**src/rtl/bcd_clock_alarm.sv**
```systemverilog
// BCD hh:mm:ss wall clock with 12h/24h mode, seconds prescaler, checked time load and hh:mm alarm.
// Outputs are registered: load or a qualifying ena shows up one cycle later; no backpressure, ena just pauses.
module bcd_clock_alarm #(
    parameter int TICK_DIV = 1,
    parameter bit ALARM_EN = 1'b1
) (
    input  logic       clk,
    input  logic       reset,
    input  logic       ena,
    input  logic       mode24,
    input  logic       load,
    input  logic [7:0] ld_hh,
    input  logic [7:0] ld_mm,
    input  logic [7:0] ld_ss,
    input  logic       ld_pm,
    input  logic       alm_wr,
    input  logic [7:0] alm_hh,
    input  logic [7:0] alm_mm,
    input  logic       alm_pm,
    input  logic       alarm_on,
    input  logic       alarm_ack,
    output logic [7:0] hh,
    output logic [7:0] mm,
    output logic [7:0] ss,
    output logic       pm,
    output logic       sec_tick,
    output logic       load_err,
    output logic       alarm
);

    localparam int PW = (TICK_DIV > 1) ? $clog2(TICK_DIV) : 1;
    localparam logic [PW-1:0] PLAST = PW'(TICK_DIV - 1);

    function automatic logic bcd_ok(input logic [7:0] v);
        return (v[7:4] <= 4'd9) && (v[3:0] <= 4'd9);
    endfunction

    function automatic logic [7:0] bcd_inc(input logic [7:0] v);
        logic [3:0] hi;
        logic [3:0] lo;
        hi = v[7:4];
        lo = v[3:0];
        if (lo == 4'd9) begin
            hi = hi + 4'd1;
            lo = 4'd0;
        end else begin
            lo = lo + 4'd1;
        end
        return {hi, lo};
    endfunction

    logic          mode_q, mode_d;
    logic [7:0]    hh_q, hh_d;
    logic [7:0]    mm_q, mm_d;
    logic [7:0]    ss_q, ss_d;
    logic          pm_q, pm_d;
    logic [PW-1:0] pcnt_q, pcnt_d;
    logic          sec_tick_q, sec_tick_d;
    logic          load_err_q, load_err_d;

    logic [7:0]    hh_adv, mm_adv, ss_adv;
    logic          pm_adv;
    logic          adv;
    logic          ld_hh_ok;
    logic          ld_ok;

    // A load in the same cycle always pre-empts the second advance.
    assign adv = ena && !load && (pcnt_q == PLAST);

    always_comb begin
        ld_hh_ok = bcd_ok(ld_hh) &&
                   (mode24 ? (ld_hh <= 8'h23) : ((ld_hh >= 8'h01) && (ld_hh <= 8'h12)));
        ld_ok    = ld_hh_ok &&
                   bcd_ok(ld_mm) && (ld_mm <= 8'h59) &&
                   bcd_ok(ld_ss) && (ld_ss <= 8'h59);
    end

    // Time one second after the current value, in the active hour format.
    always_comb begin
        ss_adv = bcd_inc(ss_q);
        mm_adv = mm_q;
        hh_adv = hh_q;
        pm_adv = pm_q;
        if (ss_q == 8'h59) begin
            ss_adv = 8'h00;
            mm_adv = bcd_inc(mm_q);
            if (mm_q == 8'h59) begin
                mm_adv = 8'h00;
                if (mode_q) begin
                    hh_adv = (hh_q == 8'h23) ? 8'h00 : bcd_inc(hh_q);
                    pm_adv = (hh_adv >= 8'h12);
                end else if (hh_q == 8'h12) begin
                    hh_adv = 8'h01;
                end else if (hh_q == 8'h11) begin
                    hh_adv = 8'h12;
                    pm_adv = ~pm_q;
                end else begin
                    hh_adv = bcd_inc(hh_q);
                end
            end
        end
    end

    always_comb begin
        mode_d     = mode_q;
        hh_d       = hh_q;
        mm_d       = mm_q;
        ss_d       = ss_q;
        pm_d       = pm_q;
        pcnt_d     = pcnt_q;
        sec_tick_d = 1'b0;
        load_err_d = 1'b0;
        if (load) begin
            if (ld_ok) begin
                hh_d   = ld_hh;
                mm_d   = ld_mm;
                ss_d   = ld_ss;
                mode_d = mode24;
                pm_d   = mode24 ? (ld_hh >= 8'h12) : ld_pm;
                pcnt_d = '0;
            end else begin
                load_err_d = 1'b1;
            end
        end else if (ena) begin
            if (adv) begin
                hh_d       = hh_adv;
                mm_d       = mm_adv;
                ss_d       = ss_adv;
                pm_d       = pm_adv;
                pcnt_d     = '0;
                sec_tick_d = 1'b1;
            end else begin
                pcnt_d = pcnt_q + 1'b1;
            end
        end
    end

    always_ff @(posedge clk) begin
        if (reset) begin
            mode_q     <= mode24;
            hh_q       <= mode24 ? 8'h00 : 8'h12;
            mm_q       <= 8'h00;
            ss_q       <= 8'h00;
            pm_q       <= 1'b0;
            pcnt_q     <= '0;
            sec_tick_q <= 1'b0;
            load_err_q <= 1'b0;
        end else begin
            mode_q     <= mode_d;
            hh_q       <= hh_d;
            mm_q       <= mm_d;
            ss_q       <= ss_d;
            pm_q       <= pm_d;
            pcnt_q     <= pcnt_d;
            sec_tick_q <= sec_tick_d;
            load_err_q <= load_err_d;
        end
    end

    assign hh       = hh_q;
    assign mm       = mm_q;
    assign ss       = ss_q;
    assign pm       = pm_q;
    assign sec_tick = sec_tick_q;
    assign load_err = load_err_q;

    generate
        if (ALARM_EN) begin : g_alarm
            logic [7:0] alm_hh_q;
            logic [7:0] alm_mm_q;
            logic       alm_pm_q;
            logic       alarm_q, alarm_d;
            logic       hit;

            // Alarm registers hold raw values; an illegal setting simply never matches.
            always_comb begin
                hit = adv && alarm_on &&
                      (hh_adv == alm_hh_q) && (mm_adv == alm_mm_q) && (ss_adv == 8'h00) &&
                      (mode_q || (pm_adv == alm_pm_q));
                if (hit) begin
                    alarm_d = 1'b1;
                end else if (alarm_ack || !alarm_on) begin
                    alarm_d = 1'b0;
                end else begin
                    alarm_d = alarm_q;
                end
            end

            always_ff @(posedge clk) begin
                if (reset) begin
                    alm_hh_q <= mode24 ? 8'h00 : 8'h12;
                    alm_mm_q <= 8'h00;
                    alm_pm_q <= 1'b0;
                    alarm_q  <= 1'b0;
                end else begin
                    alarm_q <= alarm_d;
                    if (alm_wr) begin
                        alm_hh_q <= alm_hh;
                        alm_mm_q <= alm_mm;
                        alm_pm_q <= alm_pm;
                    end
                end
            end

            assign alarm = alarm_q;
        end else begin : g_no_alarm
            assign alarm = 1'b0;
        end
    endgenerate

endmodule

```
**config.mk**
```make
export PLATFORM = sky130hd
export DESIGN_NAME = bcd_clock_alarm
export DESIGN_NICKNAME = d
export VERILOG_FILES = /design/src/rtl/bcd_clock_alarm.sv
export SDC_FILE = /design/constraint.sdc
export NUM_CORES = 1
export LEC_CHECK = 0
export CAP_MARGIN = 20
export CORE_AREA = 3 3 87 89
export DETAILED_ROUTE_END_ITERATION = 10
export DIE_AREA = 0 0 90 92
export GPL_TIMING_DRIVEN = 0
export PLACE_DENSITY = 0.79
export SLEW_MARGIN = 40
export SYNTH_ARGS = -nofsm -noshare
export SYNTH_HDL_FRONTEND = slang
export SYNTH_SLANG_ARGS = --single-unit
```
**constraint.sdc**
```tcl
create_clock -name clk -period 3.2 [get_ports clk]
set_input_delay 0.64 -clock clk [delete_from_list [all_inputs] [get_ports clk]]
set_output_delay 0.64 -clock clk [all_outputs]
set_load 0.01 [all_outputs]
```
## After elaboration in Yosys (flattened, before gate mapping)

Cells that the tools add are included.

| storage, ports and cells | value |
|---|---|
| register bits after elaboration | 47 |
| latch bits | 0 |
| RAM bits | 0 |
| memory bits (read-only) | 0 |
| word-level logic and storage cells | 143 |
| memories kept | 0 |

| cells by class | value |
|---|---|
| add/subtract/negate cells | 7 |
| multipliers | 0 |
| divide/modulo/power cells | 0 |
| order comparisons | 13 |
| eq/ne operators | 13 |
| shift-type cells | 0 |
| multiplexer cells | 59 |
| bitwise operators | 4 |
| reduce and logical (&&, ||, !) cells | 35 |

Operators with widths:

| kind | count |
|---|---|
| $mux 8 | 24 |
| $mux 4 | 12 |
| $add 4x1->4 const B | 6 |
| $le 4x4->1 const B | 6 |
| $mux 1 | 22 |
| $eq 8x5->1 const B | 2 |
| $eq 8x7->1 const B | 2 |
| $eq 8x8->1 | 2 |
| $ge 8x5->1 const B | 2 |
| $le 8x7->1 const B | 2 |
| $logic_and 1x1->1 | 16 |
| $eq 4x4->1 const B | 3 |
| $reduce_bool 2->1 | 6 |
| $eq 8x6->1 const B | 1 |
| $ge 8x1->1 const B | 1 |
| $le 8x5->1 const B | 1 |
| $le 8x6->1 const B | 1 |
| $logic_not 8->1 | 1 |
| $reduce_and 3->1 | 2 |
| $reduce_bool 3->1 | 2 |
| $mux 5 | 1 |
| $not 1->1 | 4 |
| $reduce_and 2->1 | 2 |
| $ne 3x2->1 const B | 1 |
| other kinds (7) | 9 |

## Longest topological paths before layout

Gate-level depths: netlist of run 1.

| depth | value |
|---|---|
| depth after elaboration | 15 |
| depth in mapped cells | 11 |
| depth with buffers taken out | 9 |

## Worst setup path after synthesis of run 1

OpenSTA, ideal clock, no wires.

| path | value |
|---|---|
| path type | input to register |
| start point | input port ld_ss[6] |
| end point | register pm_q (netlist: pm) |
| arrival time | 2374 ps |
| required time | 3071 ps |
| path slack | 697 ps |
| stages on the path | 8 |
| buffers on the path | 1 |
| cell sequence | a211o_1 > a2111oi_2 > nand4_1 > or4_1 > and2_1 > clkbuf_1 > a211oi_1 > nor3_1 |

| between the ends | value |
|---|---|
| cells in the longest elaborated chain, start to end | 6 |
| elaborated cells on any way between the ends | 7 |
| classes of those cells | 2 x order compare; 1 x eq/ne; 4 x reduce/logical |

Ends and longest elaborated chain:

| what | RTL line | RTL |
|---|---|---|
| from (decl) | 14 | `input logic [7:0] ld_ss,` |
| $le 4x4->1 | 35 | `return (v[7:4] <= 4'd9) && (v[3:0] <= 4'd9);` |
| $logic_and 1x1->1 | 35 |  |
| $logic_and 1x1->1 | 74 | `bcd_ok(ld_mm) && (ld_mm <= 8'h59) &&` |
| $logic_and 1x1->1 * | 75 | `bcd_ok(ld_ss) && (ld_ss <= 8'h59);` |
| $ne 2x1->1 (no source line) * | - |  |
| $reduce_and 3->1 (no source line) * | - |  |
| to (signal assigned) | 153 | `pm_q <= pm_d;` |
| to (decl) | 56 | `logic pm_q, pm_d;` |

Mark *: on every way between the ends. The rest lies on a longest branch, timed or not.
A chain may end at the register's enable or synchronous reset.

## Final worst setup path of run 1

| path | value |
|---|---|
| start point | input port ld_hh[7] |
| end point | register pm_q (netlist: pm) |

| between the ends | value |
|---|---|
| cells in the longest elaborated chain, start to end | 10 |
| elaborated cells on any way between the ends | 18 |
| classes of those cells | 5 x order compare; 1 x eq/ne; 4 x mux; 8 x reduce/logical |

Ends and longest elaborated chain:

| what | RTL line | RTL |
|---|---|---|
| from (decl) | 12 | `input logic [7:0] ld_hh,` |
| $ge 8x1->1 or $le 8x5->1 (tied branches) | 72 | `(mode24 ? (ld_hh <= 8'h23) : ((ld_hh >= 8'h01) && (ld_hh <= 8'h12)));` |
| $logic_and 1x1->1 | 72 |  |
| $mux 1 | 72 |  |
| $logic_and 1x1->1 | 71 | `ld_hh_ok = bcd_ok(ld_hh) &&` |
| $logic_and 1x1->1 | 73 | `ld_ok = ld_hh_ok &&` |
| $logic_and 1x1->1 (2 in a row) | 74 |  |
| $logic_and 1x1->1 | 75 |  |
| $ne 2x1->1 (no source line) | - |  |
| $reduce_and 3->1 (no source line) | - |  |

Several ways; a longest one is shown, not always the timed one. The select of a mux whose other input is x is not followed.

==> results of run 1 <==
-- cells in the mapped netlist, types with 12 or more instances --
cell and instances:
nand2_1 38, o21ai_0 34, nand4_1 12, clkbuf_1 24, nor2_1 40, nor3_1 13, edfxtp_1 17, nand3_1 13
inv_1 17, a21oi_1 34, mux2i_1 14, dfxtp_1 30
-- path summary, 6_finish.rpt --
check,from,end,depth (start not counted)
setup / recovery,ld_hh[7],pm,9
hold / removal,pcnt_q,pcnt_q,2
setup reg to reg,mm[0],alarm,9
hold reg to reg,pcnt_q,pcnt_q,2
-- final cells by class --
class | count | area [um^2]
Buffer | 32 | 149
Clock buffer | 5 | 68.8
Clock inverter | 3 | 27.5
Fill cell | 592 | 2350
Inverter | 17 | 63.8
Multi-Input combinational cell | 333 | 2160
Sequential cell | 47 | 1110
Tap cell | 96 | 120
Timing Repair Buffer | 78 | 776
-- worst reg2reg max path, cell delays in order, from the launching register on --
cell and delay (ns):
dfxtp_1 0.49, ha_1 0.25, and3b_1 0.19, clkbuf_1 0.31, nand3_1 0.33, nor2_1 0.32, a2bb2oi_1 0.24, nand4_1 0.16
nor4_1 0.44, a31o_1 0.20
-- flip-flops by register name, indices dropped and copies added, names as in the netlist, 8 cells and up --
name / cells
hh: 8
g_alarm.alm_hh_q: 8
mm: 8
g_alarm.alm_mm_q: 8
ss: 8
-- metrics by stage --
| stage | util | power, mW |
|---|---|---|
| after floorplan | - | 0.926 |
| after global placement | 0.638 | 1.10 |
| after detailed placement | 0.638 | 1.11 |
| after CTS | 0.653 | 1.50 |
| after global routing | 0.655 | 1.57 |
| final | 0.655 | 1.51 |
-- what timing repair did --
item                                    CTS  global route
hold buffers                              0             0
endpoints found under the setup margin    2             7
gates resized for setup                   1             2
pin swaps                                 0             1
buffers inserted                          0             2
-- cells by family (layout without fill, tap and decap cells) --
group	after synthesis	in the layout	share of synthesized area
and+or+nand+nor	168	168	0.262
muxes	15	15	0.0435
AOI/OAI and AO/OA	122	122	0.231
xor gates and xnor gates	19	19	0.0518
adders and majority gates	9	9	0.0324
buffers and inverters	49	135	0.0600
DFF	47	47	0.319
-- power by group through the flow --
stage / combinational [mW] / sequential, mW / clock (mW)
CTS: 0.393 / 0.703 / 0.406
global route: 0.429 / 0.709 / 0.428
detailed placement: 0.390 / 0.717 / 0
finish: 0.398 / 0.705 / 0.405
floorplan: 0.214 / 0.712 / 0
global placement: 0.383 / 0.716 / 0
-- layer usage --
layer	up-vias	global-route usage	wire (um)
met5	-	0	0
met2	257	0.426	5270
met4	0	0.0944	262
met3	29	0.0484	1270
met1	1763	0.393	4890
li1	1755	-	-
==> results.py, run 1 <==
metrics = {
    "floorplanning": {
        "die_area_mm2": 0.00828,
        "io_pins": 78,
        "start_util": 0.510,
        "coreArea_mm2": 0.00683,
        "core.rowCount": 30,
        "chipHeight_um": 92,
        "die_x_um": 90,
    },
    "clocking": {
        "cts_root_buf": "clkbuf_8",
        "h-tree-depth": 2,
        "clk_pin_slew_ns": 0.10,
        "cts.sinks": 47,
        "cts_buffer_depth": 2,
        "tritoncts": "done",
        "clk_latency_ns": 0.31,
        "cts_buffers": 5,
    },
    "routing": {
        "vias": 3804,
        "drtPass1Iterations": 5,
        "drt_iter0_markers": 493,
        "viasPerCell": 6.23,
        "drc": 0,
        "drt_wl_total_um": 11700,
        "wl_per_cell_um": 19.1,
        "postRouteAntennaNets": 0,
    },
    "timing": {
        "maxSlewViolCount": 0,
        "finalSetupViolCount": 0,
        "period_share": 0.975,
        "clock.fmax_ghz": 0.320,
        "hold_viol": 0,
        "fin_crit_ns": 3.12,
        "fin_ws_ns": 0.0786,
        "rsz0062_at_grt": "true",
        "fin_setup_tns_ns": 0,
        "clock_skew_ns": 0.0105,
        "relSlewSlack": 0.544,
        "worstMarginPinSlew_ns": 0.685,
        "whs_ns": 0.462,
    },
    "power": {
        "power_switching_mw": 0.494,
        "p_clk_frac": 0.269,
        "seqPwrFrac": 0.467,
        "internal-power_mw": 1.01,
        "p_leak_nw": 1.61,
        "vdd_drop_max_uv": 218,
        "power_density_mw_per_mm2": 337,
        "switching_share": 0.327,
        "pwr-share-comb": 0.264,
    },
    "placement": {
        "gp_congestion": 0.958,
        "place_ws_ns": -0.294,
        "hpwlAfterDp_um": 8800,
        "io_buffers": 76,
        "place_inst": 601,
        "place_area_mm2": 0.00436,
    },
    "final_layout": {
        "syn_to_final_growth_pct": 28.6,
        "nets": 573,
        "mostFrequentLayoutCell": "clkdlybuf4s50_1",
        "drive_gt1_frac": 0.0563,
        "fin_cells": 611,
        "layout_common_cells": "clkdlybuf4s50_1, nor2_1, nand2_1",
        "antennaDiodeCount": 0,
        "stdcell_area_mm2": 0.00448,
    },
    "synthesis": {
        "yosysTopAreaCellShare": 0.173,
        "syn_area_mm2": 0.00348,
        "ys_types": 70,
        "yosys_most_used_dff": "dfxtp_1",
        "ys_seq_elements": 47,
        "avgSynthCellArea_um2": 8.11,
        "synth_edf_count": 17,
        "synthArstFlopShare": 0,
        "postSynthCellCount": 429,
        "syn-num-nets": 488,
        "yosys-top-cells-area": "dfxtp_1, edfxtp_1, a21oi_1, o21ai_0, nor2_1",
        "synth_warnings": 0,
        "synth_area_leader_cell": "dfxtp_1",
        "yosysSeqAreaShare": 0.319,
    },
    "setup_path": {
        "cp_max_fo": 10,
        "cp-end-kind": "flip-flop",
        "crit_slowest_cell": "or4_1",
        "critPathBufInv": 2,
        "critPathArrivalTime_ns": 3.29,
        "critical_path_class": "input port to flip-flop",
        "cp_top_family": "simple AND/OR/NAND/NOR gates",
        "critPathLaunchType": "input port",
        "cp_cell_sequence": "clkdlybuf4s50_1 > a211o_1 > a2111oi_2 > nand4_1 > or4_1 > and2_1 > buf_2 > a211oi_1 > nor3_1",
        "worstPathRequired_ns": 3.37,
        "cp_slowest_stage_delay_ns": 0.55,
        "r2r_slack_ns": 0.23,
    },
    "worst_hold_path": {
        "hold_path.class": "flip-flop to flip-flop",
    },
    "grt": {
        "antenna_found_initial": 0,
        "grt_max_degree": 18,
        "grt_use_total": 0.277,
        "grt_pass1_vias": 3545,
        "grt_overflow": 0,
        "grt_pass1_wl_um": 18400,
    },
    "run": {
        "cap_violations": 0,
    },
    "run_status": {
        "status": "finished, final reports clean",
    },
}
No activity file was read; power rests on OpenSTA's default activity.
==> run 2, diff against run 1 <==
--- a/config.mk
+++ b/config.mk
@@ -11,7 +11,6 @@
 export DIE_AREA = 0 0 90 92
 export GPL_TIMING_DRIVEN = 0
 export PLACE_DENSITY = 0.79
-export SLEW_MARGIN = 40
 export SYNTH_ARGS = -nofsm -noshare
 export SYNTH_HDL_FRONTEND = slang
 export SYNTH_SLANG_ARGS = --single-unit
==> constraint.sdc (replaced) <==
create_clock -name clk -period 3.2 [get_ports clk]
set_input_delay 0.48 -clock clk [delete_from_list [all_inputs] [get_ports clk]]
set_output_delay 0.48 -clock clk [all_outputs]
set_load 0.01 [all_outputs]
==> results.py, run 2 (synthesis gave the netlist of run 1 again) <==
metrics = {
    "run_status": {
        "status": "finished, final reports clean",
    },
    "floorplanning": {
        "die_area_mm2": 0.00828,
        "die_x_um": 90,
        "core.rowCount": 30,
        "start_util": 0.510,
        "coreArea_mm2": 0.00683,
        "io_pins": 78,
        "chipHeight_um": 92,
    },
    "placement": {
        "io_buffers": 76,
        "hpwlAfterDp_um": 8800,
        "place_ws_ns": -0.134,
        "gp_congestion": 0.958,
    },
    "clocking": {
        "cts_hold_buf": 0,
        "cts_buffers": 5,
        "cts.sinks": 47,
        "clk_latency_ns": 0.32,
        "h-tree-depth": 2,
        "clk_pin_slew_ns": 0.10,
        "tritoncts": "done",
        "cts_buffer_depth": 2,
        "postCtsSetupBuffers": 0,
        "postCtsResizedCells": 0,
        "cts_root_buf": "clkbuf_8",
    },
    "routing": {
        "vias": 3835,
        "drtPass1Iterations": 5,
        "viasPerCell": 6.28,
        "wl_per_cell_um": 19.2,
        "drc": 0,
        "drt_wl_total_um": 11700,
        "postRouteAntennaNets": 0,
        "drt_iter0_markers": 484,
    },
    "setup_path": {
        "worstPathRequired_ns": 3.37,
        "critical_path_class": "input port to flip-flop",
        "cp-end-kind": "flip-flop",
        "critPathLaunchType": "input port",
        "cp_max_fo": 10,
        "critPathArrivalTime_ns": 3.29,
    },
    "final_layout": {
        "nets": 573,
        "antennaDiodeCount": 0,
        "mostFrequentLayoutCell": "clkdlybuf4s50_1",
        "drive_gt1_frac": 0.0544,
        "syn_to_final_growth_pct": 28.5,
        "fill_cells": 592,
        "layout_common_cells": "clkdlybuf4s50_1, nor2_1, nand2_1",
    },
    "timing": {
        "clock_skew_ns": 0.0124,
        "fin_crit_ns": 3.12,
        "worstMarginPinSlew_ns": 0.686,
        "fin_setup_tns_ns": 0,
        "rsz0062_at_grt": "false",
        "maxSlewViolCount": 0,
        "hold_viol": 0,
        "fin_ws_ns": 0.0779,
        "finalSetupViolCount": 0,
        "relSlewSlack": 0.543,
        "period_share": 0.976,
        "clock.fmax_ghz": 0.320,
    },
    "power": {
        "vdd_drop_max_uv": 219,
        "power_density_mw_per_mm2": 338,
        "p_leak_nw": 1.61,
    },
    "grt": {
        "grt_overflow": 0,
        "grt_use_total": 0.277,
        "grt_pass1_vias": 3545,
        "grt_max_degree": 18,
        "antenna_found_initial": 0,
        "grt_pass1_wl_um": 18400,
    },
    "worst_hold_path": {
        "hold_path.class": "flip-flop to flip-flop",
    },
    "run": {
        "cap_violations": 0,
    },
}
## run 2: through the flow
step | hold slack (ns) | cell area, um^2 | util | std cells | power (mW)
2_1_floorplan | 0.416 | 3480 | - | 429 | 0.926
3_3_place_gp | 0.426 | 4360 | 0.638 | 601 | 1.10
3_5_place_dp | 0.438 | 4360 | 0.638 | 601 | 1.11
4_1_cts | 0.454 | 4460 | 0.653 | 609 | 1.50
5_1_grt | 0.464 | 4470 | 0.655 | 611 | 1.57
6_report | 0.474 | 4470 | 0.655 | 611 | 1.51
## run 2: power by group
part,switching [mW],total [mW],leakage (nW),internal [mW]
Combinational,0.206,0.398,1.14,0.192
Clock,0.245,0.408,0.0467,0.163
Sequential,0.0458,0.705,0.423,0.659
## run 2: final timing paths
check	from	to	slack (ns)	cells after the start
hold / removal	pcnt_q	pcnt_q	0.47	2
hold reg to reg	pcnt_q	pcnt_q	0.47	2
setup reg to reg	mm[0]	alarm	0.21	9
setup / recovery	ld_hh[7]	pm	0.08	9
## run 2: critical path, cell delays in order
cell,delay [ns]
clkdlybuf4s50_1,0.47
a211o_1,0.32
a2111oi_2,0.33
nand4_1,0.17
or4_1,0.55
and2_1,0.27
clkbuf_1,0.32
a211oi_1,0.28
nor3_1,0.09
## run 2: cell type report
type,instances,area [um^2],area share
plain buffers,32,145,0.0324
clock inverters,3,27.5,0.00615
inverters,17,63.8,0.0143
flip-flops and latches,47,1110,0.248
clock buffers,5,68.8,0.0154
multi-input cells,333,2160,0.483
well taps,96,120,0.0269
repair buffers,78,776,0.173
## run 2: routing by layer
metal  vias up  track usage  routed length, um
li1       1758            -                  -
met1      1785        0.393               5000
met2       257        0.426               5210
met3        35       0.0484               1240
met4         0       0.0944                285
met5         -            0                  0
==> run 3, diff against run 2 <==
--- a/config.mk
+++ b/config.mk
@@ -14,3 +14,4 @@
 export SYNTH_ARGS = -nofsm -noshare
 export SYNTH_HDL_FRONTEND = slang
 export SYNTH_SLANG_ARGS = --single-unit
+export TNS_END_PERCENT = 1
==> results of run 3 <==
Final layout, timing and power as in run 2 (identical DEF).
